$ cat src/rtl/ctrl_pkg.sv
// Shared encodings for the multicycle RV32I control unit: FSM states, opcodes,
// ALU operation codes and datapath mux select codes.
package ctrl_pkg;

  typedef enum logic [3:0] {
    S_FETCH     = 4'd0,
    S_DECODE    = 4'd1,
    S_MEMADR    = 4'd2,
    S_MEMREAD   = 4'd3,
    S_MEMWB     = 4'd4,
    S_MEMWRITE  = 4'd5,
    S_EXECR     = 4'd6,
    S_EXECI     = 4'd7,
    S_ALUWB     = 4'd8,
    S_BRANCH    = 4'd9,
    S_JAL       = 4'd10,
    S_JALR      = 4'd11,
    S_JALR_LINK = 4'd12,
    S_LUI       = 4'd13,
    S_TRAP      = 4'd14
  } state_e;

  localparam logic [6:0] OP_LOAD   = 7'b0000011;
  localparam logic [6:0] OP_STORE  = 7'b0100011;
  localparam logic [6:0] OP_R      = 7'b0110011;
  localparam logic [6:0] OP_I      = 7'b0010011;
  localparam logic [6:0] OP_BRANCH = 7'b1100011;
  localparam logic [6:0] OP_JAL    = 7'b1101111;
  localparam logic [6:0] OP_JALR   = 7'b1100111;
  localparam logic [6:0] OP_LUI    = 7'b0110111;

  typedef enum logic [3:0] {
    ALU_ADD  = 4'b0000,
    ALU_SUB  = 4'b0001,
    ALU_AND  = 4'b0010,
    ALU_OR   = 4'b0011,
    ALU_XOR  = 4'b0100,
    ALU_SLT  = 4'b0101,
    ALU_SLTU = 4'b0110,
    ALU_SLL  = 4'b0111,
    ALU_SRL  = 4'b1000,
    ALU_SRA  = 4'b1001
  } alu_op_e;

  localparam logic [2:0] IMM_I = 3'b000;
  localparam logic [2:0] IMM_S = 3'b001;
  localparam logic [2:0] IMM_B = 3'b010;
  localparam logic [2:0] IMM_J = 3'b011;
  localparam logic [2:0] IMM_U = 3'b100;

  localparam logic [1:0] RES_ALUOUT = 2'b00;
  localparam logic [1:0] RES_READ   = 2'b01;
  localparam logic [1:0] RES_ALU    = 2'b10;

  localparam logic [1:0] SRCA_PC    = 2'b00;
  localparam logic [1:0] SRCA_OLDPC = 2'b01;
  localparam logic [1:0] SRCA_RS1   = 2'b10;
  localparam logic [1:0] SRCA_ZERO  = 2'b11;

  localparam logic [1:0] SRCB_RS2  = 2'b00;
  localparam logic [1:0] SRCB_IMM  = 2'b01;
  localparam logic [1:0] SRCB_FOUR = 2'b10;

endpackage

$ cat src/rtl/alu_decoder.sv
// Combinational ALU decoder: maps funct3/funct7 to an ALU op and flags
// encodings the control unit must trap on. Honours EXT_BRANCH_EN.
module alu_decoder
  import ctrl_pkg::*;
(
  input  logic [31:0] instr,
  input  logic        is_r,
  input  logic        is_branch,
  output logic [3:0]  alu_control,
  output logic        illegal
);

  logic [2:0] funct3;
  logic [6:0] funct7;
  logic       funct7_ok;
  logic       unused_bits;

  assign funct3      = instr[14:12];
  assign funct7      = instr[31:25];
  assign funct7_ok   = (funct7 == 7'b0000000) || (funct7 == 7'b0100000);
  assign unused_bits = &{1'b0, instr[24:15], instr[11:0]};

  always_comb begin
    alu_control = ALU_ADD;
    illegal     = 1'b0;
    if (is_branch) begin
      alu_control = ALU_SUB;
`ifdef EXT_BRANCH_EN
      illegal = (funct3[2:1] == 2'b01);
`else
      illegal = (funct3[2:1] == 2'b01) || funct3[2];
`endif
    end else begin
      case (funct3)
        3'b000:  alu_control = (is_r && instr[30]) ? ALU_SUB : ALU_ADD;
        3'b001:  alu_control = ALU_SLL;
        3'b010:  alu_control = ALU_SLT;
        3'b011:  alu_control = ALU_SLTU;
        3'b100:  alu_control = ALU_XOR;
        3'b101:  alu_control = instr[30] ? ALU_SRA : ALU_SRL;
        3'b110:  alu_control = ALU_OR;
        default: alu_control = ALU_AND;
      endcase
      // I-type upper bits are immediate, except for the shift forms.
      if (is_r || funct3 == 3'b001 || funct3 == 3'b101)
        illegal = !funct7_ok;
    end
  end

endmodule

$ cat src/rtl/multicycle_control_unit.sv
// Multicycle RV32I control unit: Moore FSM with memory handshake, bus watchdog
// and illegal-instruction trap. Optional macro EXT_BRANCH_EN enables blt/bge/bltu/bgeu.
module multicycle_control_unit
  import ctrl_pkg::*;
#(
  parameter int unsigned MEM_WAIT = 1,
  parameter int unsigned MAX_WAIT = 16
) (
  input  logic        clk,
  input  logic        reset_n,
  input  logic [31:0] instr,
  input  logic        zero,
  input  logic        lt,
  input  logic        ltu,
  input  logic        mem_ready,
  output logic        mem_req,
  output logic        mem_write,
  output logic        adr_src,
  output logic        ir_write,
  output logic        pc_write,
  output logic        reg_write,
  output logic [1:0]  alu_src_a,
  output logic [1:0]  alu_src_b,
  output logic [2:0]  imm_src,
  output logic [1:0]  result_src,
  output logic [3:0]  alu_control,
  output logic        illegal_instr,
  output logic        bus_err
);

  localparam int unsigned WAIT_W = (MAX_WAIT > 2) ? $clog2(MAX_WAIT) : 1;

  state_e            state, state_next;
  logic [WAIT_W-1:0] wait_cnt;
  logic              ready, timeout, taken, cond;
  logic              set_illegal, set_bus;
  logic [6:0]        opcode;
  logic [2:0]        funct3;
  logic [3:0]        dec_alu;
  logic              dec_illegal;

  logic       mem_req_c, mem_write_c, adr_src_c, ir_write_c, pc_write_c, reg_write_c;
  logic [1:0] src_a_c, src_b_c, result_c;
  logic [2:0] imm_c;
  logic [3:0] alu_c;

  assign opcode  = instr[6:0];
  assign funct3  = instr[14:12];
  assign ready   = (MEM_WAIT != 0) ? mem_ready : 1'b1;
  assign timeout = (MAX_WAIT != 0) && !ready && (wait_cnt == WAIT_W'(MAX_WAIT - 1));

  alu_decoder u_alu_decoder (
    .instr       (instr),
    .is_r        (state == S_EXECR),
    .is_branch   (state == S_BRANCH),
    .alu_control (dec_alu),
    .illegal     (dec_illegal)
  );

  always_comb begin
    cond = 1'b0;
    case (funct3[2:1])
      2'b00:   cond = zero;
`ifdef EXT_BRANCH_EN
      2'b10:   cond = lt;
      2'b11:   cond = ltu;
`endif
      default: cond = 1'b0;
    endcase
    taken = cond ^ funct3[0];
  end

`ifndef EXT_BRANCH_EN
  logic unused_flags;
  assign unused_flags = lt ^ ltu;
`endif

  always_comb begin
    state_next  = state;
    set_illegal = 1'b0;
    set_bus     = 1'b0;
    mem_req_c   = 1'b0;
    mem_write_c = 1'b0;
    adr_src_c   = 1'b0;
    ir_write_c  = 1'b0;
    pc_write_c  = 1'b0;
    reg_write_c = 1'b0;
    src_a_c     = SRCA_PC;
    src_b_c     = SRCB_RS2;
    imm_c       = IMM_I;
    result_c    = RES_ALUOUT;
    alu_c       = ALU_ADD;
    case (state)
      S_FETCH: begin
        mem_req_c = 1'b1;
        src_b_c   = SRCB_FOUR;
        result_c  = RES_ALU;
        if (ready) begin
          ir_write_c = 1'b1;
          pc_write_c = 1'b1;
          state_next = S_DECODE;
        end else if (timeout) begin
          state_next = S_TRAP;
          set_bus    = 1'b1;
        end
      end
      S_DECODE: begin
        src_a_c = SRCA_OLDPC;
        src_b_c = SRCB_IMM;
        imm_c   = (opcode == OP_BRANCH) ? IMM_B : IMM_J;
        case (opcode)
          OP_LOAD, OP_STORE: state_next = S_MEMADR;
          OP_R:              state_next = S_EXECR;
          OP_I:              state_next = S_EXECI;
          OP_BRANCH:         state_next = S_BRANCH;
          OP_JAL:            state_next = S_JAL;
          OP_JALR:           state_next = S_JALR;
          OP_LUI:            state_next = S_LUI;
          default: begin
            state_next  = S_TRAP;
            set_illegal = 1'b1;
          end
        endcase
      end
      S_MEMADR: begin
        src_a_c    = SRCA_RS1;
        src_b_c    = SRCB_IMM;
        imm_c      = (opcode == OP_STORE) ? IMM_S : IMM_I;
        state_next = (opcode == OP_STORE) ? S_MEMWRITE : S_MEMREAD;
      end
      S_MEMREAD, S_MEMWRITE: begin
        mem_req_c   = 1'b1;
        mem_write_c = (state == S_MEMWRITE);
        adr_src_c   = 1'b1;
        if (ready) begin
          state_next = (state == S_MEMWRITE) ? S_FETCH : S_MEMWB;
        end else if (timeout) begin
          state_next = S_TRAP;
          set_bus    = 1'b1;
        end
      end
      S_MEMWB: begin
        result_c    = RES_READ;
        reg_write_c = 1'b1;
        state_next  = S_FETCH;
      end
      S_EXECR, S_EXECI: begin
        src_a_c = SRCA_RS1;
        src_b_c = (state == S_EXECI) ? SRCB_IMM : SRCB_RS2;
        alu_c   = dec_alu;
        if (dec_illegal) begin
          state_next  = S_TRAP;
          set_illegal = 1'b1;
        end else begin
          state_next = S_ALUWB;
        end
      end
      S_ALUWB: begin
        reg_write_c = 1'b1;
        state_next  = S_FETCH;
      end
      S_BRANCH: begin
        src_a_c = SRCA_RS1;
        alu_c   = dec_alu;
        if (dec_illegal) begin
          state_next  = S_TRAP;
          set_illegal = 1'b1;
        end else begin
          pc_write_c = taken;
          state_next = S_FETCH;
        end
      end
      S_JAL: begin
        src_a_c    = SRCA_OLDPC;
        src_b_c    = SRCB_FOUR;
        pc_write_c = 1'b1;
        state_next = S_ALUWB;
      end
      S_JALR: begin
        src_a_c    = SRCA_RS1;
        src_b_c    = SRCB_IMM;
        result_c   = RES_ALU;
        pc_write_c = 1'b1;
        state_next = S_JALR_LINK;
      end
      S_JALR_LINK: begin
        src_a_c     = SRCA_OLDPC;
        src_b_c     = SRCB_FOUR;
        result_c    = RES_ALU;
        reg_write_c = 1'b1;
        state_next  = S_FETCH;
      end
      S_LUI: begin
        src_a_c    = SRCA_ZERO;
        src_b_c    = SRCB_IMM;
        imm_c      = IMM_U;
        state_next = S_ALUWB;
      end
      S_TRAP:  state_next = S_TRAP;
      default: state_next = S_FETCH;
    endcase
  end

  always_ff @(posedge clk or negedge reset_n) begin
    if (!reset_n) begin
      state         <= S_FETCH;
      wait_cnt      <= '0;
      illegal_instr <= 1'b0;
      bus_err       <= 1'b0;
    end else begin
      state <= state_next;
      if (state_next != state)
        wait_cnt <= '0;
      else if (mem_req_c && !ready)
        wait_cnt <= wait_cnt + WAIT_W'(1);
      if (set_illegal)
        illegal_instr <= 1'b1;
      if (set_bus)
        bus_err <= 1'b1;
    end
  end

  // FETCH drives mem_req, so strobes are masked by reset_n to drop them
  // immediately on an asynchronous reset rather than at the next edge.
  assign mem_req     = reset_n & mem_req_c;
  assign mem_write   = reset_n & mem_write_c;
  assign adr_src     = reset_n & adr_src_c;
  assign ir_write    = reset_n & ir_write_c;
  assign pc_write    = reset_n & pc_write_c;
  assign reg_write   = reset_n & reg_write_c;
  assign alu_src_a   = reset_n ? src_a_c  : '0;
  assign alu_src_b   = reset_n ? src_b_c  : '0;
  assign imm_src     = reset_n ? imm_c    : '0;
  assign result_src  = reset_n ? result_c : '0;
  assign alu_control = reset_n ? alu_c    : '0;

endmodule

$ cat config.mk
export PLATFORM = sky130hd
export DESIGN_NAME = multicycle_control_unit
export DESIGN_NICKNAME = d
export VERILOG_FILES = /design/src/rtl/ctrl_pkg.sv /design/src/rtl/alu_decoder.sv /design/src/rtl/multicycle_control_unit.sv
export SDC_FILE = /design/constraint.sdc
export NUM_CORES = 1
export LEC_CHECK = 0
export CAP_MARGIN = 10
export CORE_ASPECT_RATIO = 1.25
export CORE_MARGIN = 3
export CORE_UTILIZATION = 40
export CTS_CLUSTER_SIZE = 40
export DETAILED_ROUTE_END_ITERATION = 7
export GPL_ROUTABILITY_DRIVEN = 0
export PLACE_DENSITY = 0.76
export RECOVER_POWER = 100
export SYNTH_ARGS = -nofsm -noshare
export SYNTH_HDL_FRONTEND = slang
export SYNTH_SLANG_ARGS = --single-unit
export TNS_END_PERCENT = 30
$ cat constraint.sdc
create_clock -name clk -period 2.3 [get_ports clk]
set_input_delay 0.46 -clock clk [delete_from_list [all_inputs] [get_ports clk]]
set_output_delay 0.46 -clock clk [all_outputs]
set_load 0.005 [all_outputs]
==> impl_metrics.tcl, run 1 <==
set metrics [dict create \
    fin_crit_ps 2380 \
    required_ps 1840 \
    power_density_mw_per_mm2 1010 \
    clk_transition_reported_paths_ps 60 \
    status "finished, violations left" \
    p_leak_nw 0.963 \
    arrival_ps 1920 \
    async_reset_ff_share_pct 100 \
    wl_per_cell_um 17.3 \
    cts.path.max_buffers 2 \
    die_y_um 70.5 \
    slew_violations 0 \
    grt_usage_pct 24.7 \
    vdd_ir_drop_max_uv 577 \
    row_count 22 \
    final_area_mm2 0.00227 \
    rsz0062_at_grt "true" \
    clock_latency_ps 270 \
    timing.fmax_ghz 0.420 \
    antenna_found_initial 0 \
    cts.root.buffer_cell "clkbuf_4" \
    numPortBuffers 41 \
    ys_seq_area_share_pct 18.8 \
    syn_area_per_cell_um2 7.60 \
    ys.warnings.count 0 \
    cts_buffers 3 \
    area_growth_pct 70.5 \
    viasPerCell 6.00 \
    n_fill_cell 233 \
    grt_pass1_vias 1744 \
    setup_viol 9 \
    finalHoldViolCount 0 \
    dieArea_mm2 0.00406 \
    start_util_pct 43.5 \
    wl_um 5200 \
    htreeDepth 1 \
    tightestPinTransition_ps 565 \
    postRouteAntennaNets 0 \
    die_w_um 57.6 \
    place_hpwl_um 3510 \
    cts.sinks 10 \
    grt_max_degree 18 \
    worst_slack_ps -81.0 \
    finalNetCount 305 \
    grt_pass1_wl_um 8110 \
    worstSetupPathType "input port to primary output" \
    drc 0 \
    worstPathMaxFanout 6 \
    synth_area_mm2 0.00133 \
    max-slew-margin-rel_pct 62.4 \
    cts_tree "done" \
    io_pins 59 \
    timing.hold.ws_ps 464 \
    power_mw 2.29 \
    fin_crit_sh_pct 104 \
    maxCapViolCount 0 \
    hold_buffers 0 \
    diodes 0 \
    endpoint_kind "primary output" \
    ys_types 54 \
    worstHoldPathType "register to register" \
    pre_cts_ws_ps -350 \
    first_pass_iters 4 \
    placed_area_mm2 0.00206 \
    clock-skew-final_ps 4.50 \
    start_kind "input port" \
    drt_iter0_markers 124 \
    ys.flop_type "dfrtp_1" \
    drive_above_1_share_pct 34.5 \
    overflow 0 \
    synth_edf_count 0 \
    violations "setup timing" \
    vias 1799 \
    syn_nets 214 \
    synthCells 175 \
    core-area_mm2 0.00306 \
    ys_seq_elements 10 \
]
-- cells in the final DEF (no fill, tap or decap), types with 4 or more instances in the layout --
cell type / n
a21oi_1: 8
a31oi_1: 5
buf_4: 48
buf_6: 4
clkdlybuf4s50_1: 23
dfrtp_1: 8
dlygate4sd2_1: 10
nand2_1: 13
nand2b_1: 5
nand3_1: 7
nand3b_1: 7
nor2_1: 14
nor2_2: 4
nor2b_1: 4
nor3_1: 9
xnor2_1: 7
-- repair_timing --
action,in CTS,in global routing
setup endpoints to repair,18,15
resized for setup,31,21
pin swaps,4,7
cloned,1,0
buffers inserted,10,5
-- synthesized netlist by cell type (all sizes together) (4+ instances only) --
master | number | area share [%]
nor4 | 4 | 1.9
nor3 | 12 | 4.5
xnor2 | 7 | 4.6
o21ai | 6 | 2.3
a21oi | 10 | 3.8
nand3b | 7 | 4.0
a31oi | 6 | 4.0
dfrtp | 10 | 19
clkbuf | 5 | 1.4
nand2b | 6 | 2.8
nor2 | 19 | 5.4
buf | 7 | 3.3
nand3 | 7 | 2.6
nor2b | 5 | 2.4
nand2 | 13 | 3.7
-- path summary, 6_finish.rpt --
kind / from / end / slack, ps / cells after the start
min: bus_err$_DFFE_PN0P_ / bus_err$_DFFE_PN0P_ / 460 / 1
max in group asynchronous: reset_n / state[0]$_DFF_PN0_ / 970 / 3
min reg2reg: bus_err$_DFFE_PN0P_ / bus_err$_DFFE_PN0P_ / 460 / 1
max reg2reg: state[3]$_DFF_PN0_ / wait_cnt[0]$_DFFE_PN0P_ / -70 / 8
min in group asynchronous: reset_n / state[2]$_DFF_PN0_ / 920 / 3
max: reset_n / reg_write / -80 / 4
-- registers in the layout, summed over array words and instances, names as in the netlist --
register       flops
state              4
wait_cnt           4
bus_err            1
illegal_instr      1
-- metrics by stage --
stage,utilization (%),cells,TNS [ps]
3_5_place_dp,67.5,282,-2750
6_report,74.2,300,-424
5_1_grt,74.2,300,-953
2_1_floorplan,-,175,0
4_1_cts,72.6,296,-155
3_3_place_gp,67.5,282,-2240
-- routing by layer --
metal / vias to the layer above / global-route usage (%) / routed length [um]
li1: 831 / - / -
met1: 853 / 28.7 / 1890
met2: 90 / 45.9 / 2810
met3: 25 / 2.96 / 296
met4: 0 / 6.96 / 214
met5: - / 0 / 0
-- kinds of logic (layout without fill, tap and decap cells) --
| group | after synthesis | in the layout | synth area share [%] |
|---|---|---|---|
| XOR/XNOR | 10 | 10 | 6.59 |
| buffers and inverters | 15 | 104 | 5.55 |
| multiplexers | 3 | 3 | 2.35 |
| AND/OR/NAND/NOR | 93 | 93 | 41.7 |
| adder cells (fa/ha/maj) | 1 | 1 | 0.941 |
| AO/OA/AOI/OAI | 43 | 43 | 24.1 |
| flip-flops | 10 | 10 | 18.8 |
-- report_power, final --
group	internal, mW	switching [mW]	total (mW)
logic	0.937	0.961	1.90
registers	0.217	0.0514	0.268
clock network	0.0606	0.0610	0.122
-- worst max-delay path, cell delays in order --
cell and delay (ps):
dlygate4sd3_1 560, inv_2 90, nor4_1 260, clkdlybuf4s50_1 550
-- cell type report --
| class | count | area (um^2) | share of cell area [%] |
|---|---|---|---|
| clock buffers | 3 | 22.5 | 0.993 |
| inverters | 3 | 11.3 | 0.497 |
| well taps | 36 | 45.0 | 1.99 |
| multi-input cells | 150 | 1100 | 48.3 |
| repair buffers | 98 | 840 | 37.0 |
| flip-flops and latches | 10 | 253 | 11.1 |
Note: power is estimated with default switching activity, not from simulation.
==> run 2: changes to the inputs <==
CORE_MARGIN = default   (was 3)
PLACE_DENSITY = 0.83   (was 0.76)
SYNTH_HIERARCHICAL = 1   (was default)
==> impl_metrics.tcl, run 2 <==
set metrics [dict create \
    timing.hold.ws_ps 488 \
    stdcell_count 298 \
    cts.sinks 10 \
    path_buf_inv 2 \
    die_y_um 67.1 \
    synth_area_leaders "dfrtp_1 18%, nor2_1 6.6%, nand2_1 5.3%" \
    dieArea_mm2 0.00363 \
    start_util_pct 42.0 \
    postRouteAntennaNets 0 \
    ys_types 62 \
    synthCells 180 \
    die_w_um 54.1 \
    status "finished, violations left" \
    dp.cells 285 \
    placed_area_mm2 0.00208 \
    fin_crit_sh_pct 115 \
    worstSetupPathType "input port to primary output" \
    tightestPinTransition_ps 508 \
    worst_hold_path.num_cells 1 \
    maxCapViolCount 0 \
    wl_per_cell_um 17.3 \
    drive_above_1_share_pct 36.0 \
    synthTopCellsByCount "24 x nor2_1, 19 x nand2_1, 10 x dfrtp_1" \
    final_cell_mix "40 x buf_4, 18 x nand2_1, 18 x nor2_1" \
    rsz0062_at_grt "true" \
    worst_slack_ps -354 \
    clock-skew-final_ps 7.42 \
    cts_tree "done" \
    ys.flop_type "dfrtp_1" \
    violations "setup timing" \
    area_growth_pct 73.9 \
    required_ps 1840 \
    p_leak_nw 1.05 \
    vdd_ir_drop_max_uv 735 \
    synthXorXnorAreaFrac_pct 5.82 \
    async_reset_ff_share_pct 100 \
    pre_cts_ws_ps -1090 \
    worstPathMaxFanout 2 \
    reg_top3 "state x4, wait_cnt x4" \
    grt_max_degree 27 \
    diodes 0 \
    htreeDepth 1 \
    synth_top_family_by_area "simple AND/OR/NAND/NOR gates" \
    numPortBuffers 41 \
    ys_seq_area_share_pct 18.5 \
    synth.area.mux_share_pct 2.95 \
    cp_slowest_cell "clkdlybuf4s50_1" \
    worstHoldPathType "register to register" \
    yosysMostFrequentCell "nor2_1" \
    synth_edf_count 0 \
    synth.largest_area_cell "dfrtp_1" \
    start_kind "input port" \
    finalNetCount 301 \
    syn_area_per_cell_um2 7.53 \
    place_hpwl_um 3200 \
    slew_violations 0 \
    timing.fmax_ghz 0.377 \
    timing.reg2reg.setup_slack_ps -310 \
    endpoint_kind "primary output" \
    synth_top_area_share_pct 18.5 \
    viasPerCell 6.06 \
    clk_transition_reported_paths_ps 60 \
    ys.warnings.count 6 \
    drc 0 \
    hold_buffers 0 \
    power_mw 2.20 \
    synth_fa_ha_area_share_pct 0.923 \
    min_to "illegal_instr$_DFFE_PN0P_" \
    r2r-start "state[1]$_DFF_PN0_" \
    synth_compound_area_share_pct 24.8 \
    overflow 0 \
    ys_seq_elements 10 \
    io_pins 59 \
    final_common_cell "buf_4" \
    syn_nets 219 \
    crit_chain "clkdlybuf4s50_1 > and2b_2 > nor3_2 > a211oi_2 > o32a_1 > nor4b_2 > buf_2" \
    vias 1805 \
    grt_pass1_wl_um 7180 \
    synthSimpleGateAreaFrac_pct 42.1 \
    drt_iter0_markers 120 \
    setup_viol 17 \
    timing.rr.end "wait_cnt[0]$_DFFE_PN0P_" \
    cts.root.buffer_cell "clkbuf_8" \
    cpPeakStageDelay_ps 510 \
    fin_util_pct 73.1 \
    clock_latency_ps 250 \
    max-slew-margin-rel_pct 65.9 \
    core-area_mm2 0.00322 \
    antenna_found_initial 0 \
    first_pass_iters 4 \
    timing.setup.tns_ps -2010 \
    grt_pass1_vias 1587 \
    r2r_cells 11 \
    critPathTopFamily "buffers and inverters" \
    wl_um 5150 \
    finalHoldViolCount 0 \
    arrival_ps 2190 \
    grt_usage_pct 27.3 \
    cts.path.max_buffers 2 \
    synth_area_mm2 0.00136 \
    hold_path.startpoint "illegal_instr$_DFFE_PN0P_" \
    fin_crit_ps 2650 \
    final_area_mm2 0.00236 \
    cts_buffers 3 \
    row_count 23 \
    power_density_mw_per_mm2 933 \
]
run 2: cell types whose count changed in the layout (fill, tap and decap cells not counted), sizes merged, moves of 4 or more:
cell,before,now
buf,56,49
and3,2,8
clkdlybuf4s50,23,17
nand2,13,19
nand3b,7,1
nor3,12,6
a21oi,10,5
nand3,7,2
nor2,19,24
clkdlybuf4s15,0,4
xnor2,7,3
run 2: worst max path at each step:
stage                     cells after the start  slack (ps)               start                 endpoint
final                                         7        -350           instr[13]                 pc_write
after global routing                         11        -420  state[1]$_DFF_PN0_  wait_cnt[0]$_DFFE_PN0P_
after CTS                                     7        -330           instr[31]                 pc_write
after detailed placement                      7       -1090           instr[28]                 pc_write
after global placement                        7       -1010           instr[28]                 pc_write
after floorplan                               5         -50           instr[28]                 pc_write
run 2: final cells by class:
| cell class | instances | area, um^2 |
|---|---|---|
| fill | 234 | 867 |
| inverter | 4 | 20.0 |
| tap | 37 | 46.3 |
| sequential | 10 | 250 |
| clock buffer | 4 | 55.1 |
| timing repair buffer | 87 | 766 |
| multi-input combinational | 156 | 1220 |
run 2: worst register-to-register path, stage by stage (launching register included):
cell	delay [ps]
dfrtp_1	370
nand2b_4	140
or3_4	400
inv_6	90
nor4_4	40
a211oi_2	280
buf_4	200
a222oi_1	100
o211ai_1	390
a2bb2oi_2	230
nand4b_4	160
nor2_2	140
run 2: cells by family (layout without fill, tap and decap cells):
group                      after synthesis  in the layout
and+or+nand+nor                         97             97
AOI/OAI and AO/OA                       45             45
buffers and inverters                   14             95
DFF                                     10             10
xor gates and xnor gates                 9              9
muxes                                    4              4
adders and majority gates                1              1
run 2: timing repair:
action,4_1_cts,5_1_grt
hold endpoints to repair,0,0
buffers inserted,7,2
gates resized for setup,59,21
pin swaps,14,10
setup endpoints to repair,25,23
run 2: where the power goes:
group / switching (mW) / internal (mW)
logic: 0.903 / 0.819
registers: 0.0308 / 0.215
clock network: 0.0802 / 0.151
run 2: routing by layer:
metal | GRT usage, % | part of all wire, %
met3 | 4.79 | 7.5
met1 | 31.6 | 38
met2 | 47.2 | 51
met5 | 0 | 0
met4 | 11.9 | 3.5
==> run 3: changes to the inputs <==
CORE_ASPECT_RATIO = 0.75   (was 1.25)
CORE_MARGIN = 1.5   (was default)
==> impl_metrics.tcl, run 3 (same netlist as run 2, synthesis figures left out) <==
set metrics [dict create \
    postRouteAntennaNets 0 \
    fin_crit_ps 2670 \
    grt_util_met2_pct 40.3 \
    endpoint_kind "primary output" \
    die_w_um 70.2 \
    stdcell_count 302 \
    rsz0062_at_grt "true" \
    worstHoldPathType "register to register" \
    grt_pass1_wl_um 7150 \
    grt_usage_pct 24.2 \
    row_count 18 \
    required_ps 1840 \
    viasPerCell 5.72 \
    hold_buffers 0 \
    status "finished, violations left" \
    finalNetCount 302 \
    grt_busiest_layer "met2" \
    drive_above_1_share_pct 34.4 \
    cts_buffers 3 \
    n_fill_cell 257 \
    numPortBuffers 41 \
    drc 0 \
    diodes 0 \
    slew_violations 0 \
    pre_cts_ws_ps -1070 \
    grt_pass1_vias 1544 \
    met1_usage_pct 33.8 \
    cts.path.max_buffers 2 \
    placed_area_mm2 0.00208 \
    htreeDepth 1 \
    clk_transition_reported_paths_ps 50 \
    final_area_mm2 0.00235 \
    fin_crit_sh_pct 116 \
    clock_latency_ps 230 \
    violations "setup timing" \
    wl_um 4870 \
    start_kind "input port" \
    maxCapViolCount 0 \
    tightestPinTransition_ps 536 \
    clock-skew-final_ps 1.46 \
    cts_tree "done" \
    arrival_ps 2210 \
    first_pass_iters 4 \
    die_y_um 53.4 \
    grt_max_degree 24 \
    finalHoldViolCount 0 \
    dp.cells 290 \
    cts.sinks 10 \
    worstPathMaxFanout 2 \
    worstSetupPathType "input port to primary output" \
    vdd_ir_drop_max_uv 620 \
    io_pins 59 \
    drt_iter0_markers 84 \
    final_common_cell "buf_4" \
    final_cell_mix "37 x buf_4, 20 x nor2_1, 19 x nand2_1" \
    core-area_mm2 0.00327 \
    timing.fmax_ghz 0.374 \
    worst_slack_ps -371 \
    overflow 0 \
    cts.root.buffer_cell "clkbuf_8" \
    setup_viol 13 \
    max-slew-margin-rel_pct 64.3 \
    antenna_found_initial 0 \
    place_hpwl_um 3410 \
    use_met3_pct 3.62 \
    timing.setup.tns_ps -2000 \
    wl_per_cell_um 16.1 \
    area_growth_pct 73.3 \
    vias 1727 \
    dieArea_mm2 0.00375 \
    power_density_mw_per_mm2 922 \
    power_mw 2.16 \
    reg_top3 "state x4, wait_cnt x4" \
    p_leak_nw 1.14 \
    start_util_pct 41.5 \
]
## run 3: cell types whose count changed in the layout (fill, tap and decap cells not counted), moves of 2 or more
cell	previous run	this run
dlygate4sd3_1	1	3
nor2_1	18	20
clkbuf_1	1	3
buf_4	40	37
clkdlybuf4s50_1	17	10
dlymetal6s2s_1	3	9
## run 3: path summary, 6_finish.rpt
kind	slack [ps]	start	end	cells past startpoint
setup / recovery	-370	instr[12]	pc_write	7
hold / removal	460	bus_err$_DFFE_PN0P_	bus_err$_DFFE_PN0P_	1
setup reg to reg	-250	state[1]$_DFF_PN0_	wait_cnt[2]$_DFFE_PN0P_	12
hold reg to reg	460	bus_err$_DFFE_PN0P_	bus_err$_DFFE_PN0P_	1
max in group asynchronous	940	reset_n	state[3]$_DFF_PN0_	3
min in group asynchronous	1010	reset_n	wait_cnt[0]$_DFFE_PN0P_	3
## run 3: repair_timing
item / CTS / global route
buffers inserted: 6 / 1
endpoints found under the setup margin: 25 / 23
cloned: 1 / 0
gates resized for setup: 58 / 26
pin swaps: 13 / 7
## run 3: metrics by stage
stage	utilization, %	hold slack (ps)
after floorplan	-	164
after global placement	63.8	460
final	71.9	461
after global routing	71.9	484
after CTS	69.3	470
after detailed placement	63.8	455
## run 3: report_power, final
part / internal (mW) / switching [mW]
combinational: 0.828 / 0.870
clock: 0.150 / 0.0658
sequential: 0.215 / 0.0357
total: 1.19 / 0.971
## run 3: layer usage
metal	share of wire, %	vias to the layer above
met5	0	-
met4	0	0
met3	5.3	0
met2	49	56
met1	46	829
li1	-	842
## run 3: cell type report
cell class	instances	area [um^2]	area share, %
clock buffer	4	55.1	2.34
inverter	4	20.0	0.852
timing repair buffer	88	774	33.0
sequential	10	250	10.7
multi-input combinational	156	1200	51.0
tap	40	50.0	2.13
## run 3: worst max-delay path, cell delays in order
cell	delay [ps]
clkdlybuf4s50_1	420
and2b_2	230
nor3_4	210
a211oi_4	70
o32a_1	350
nor4b_2	290
buf_2	180
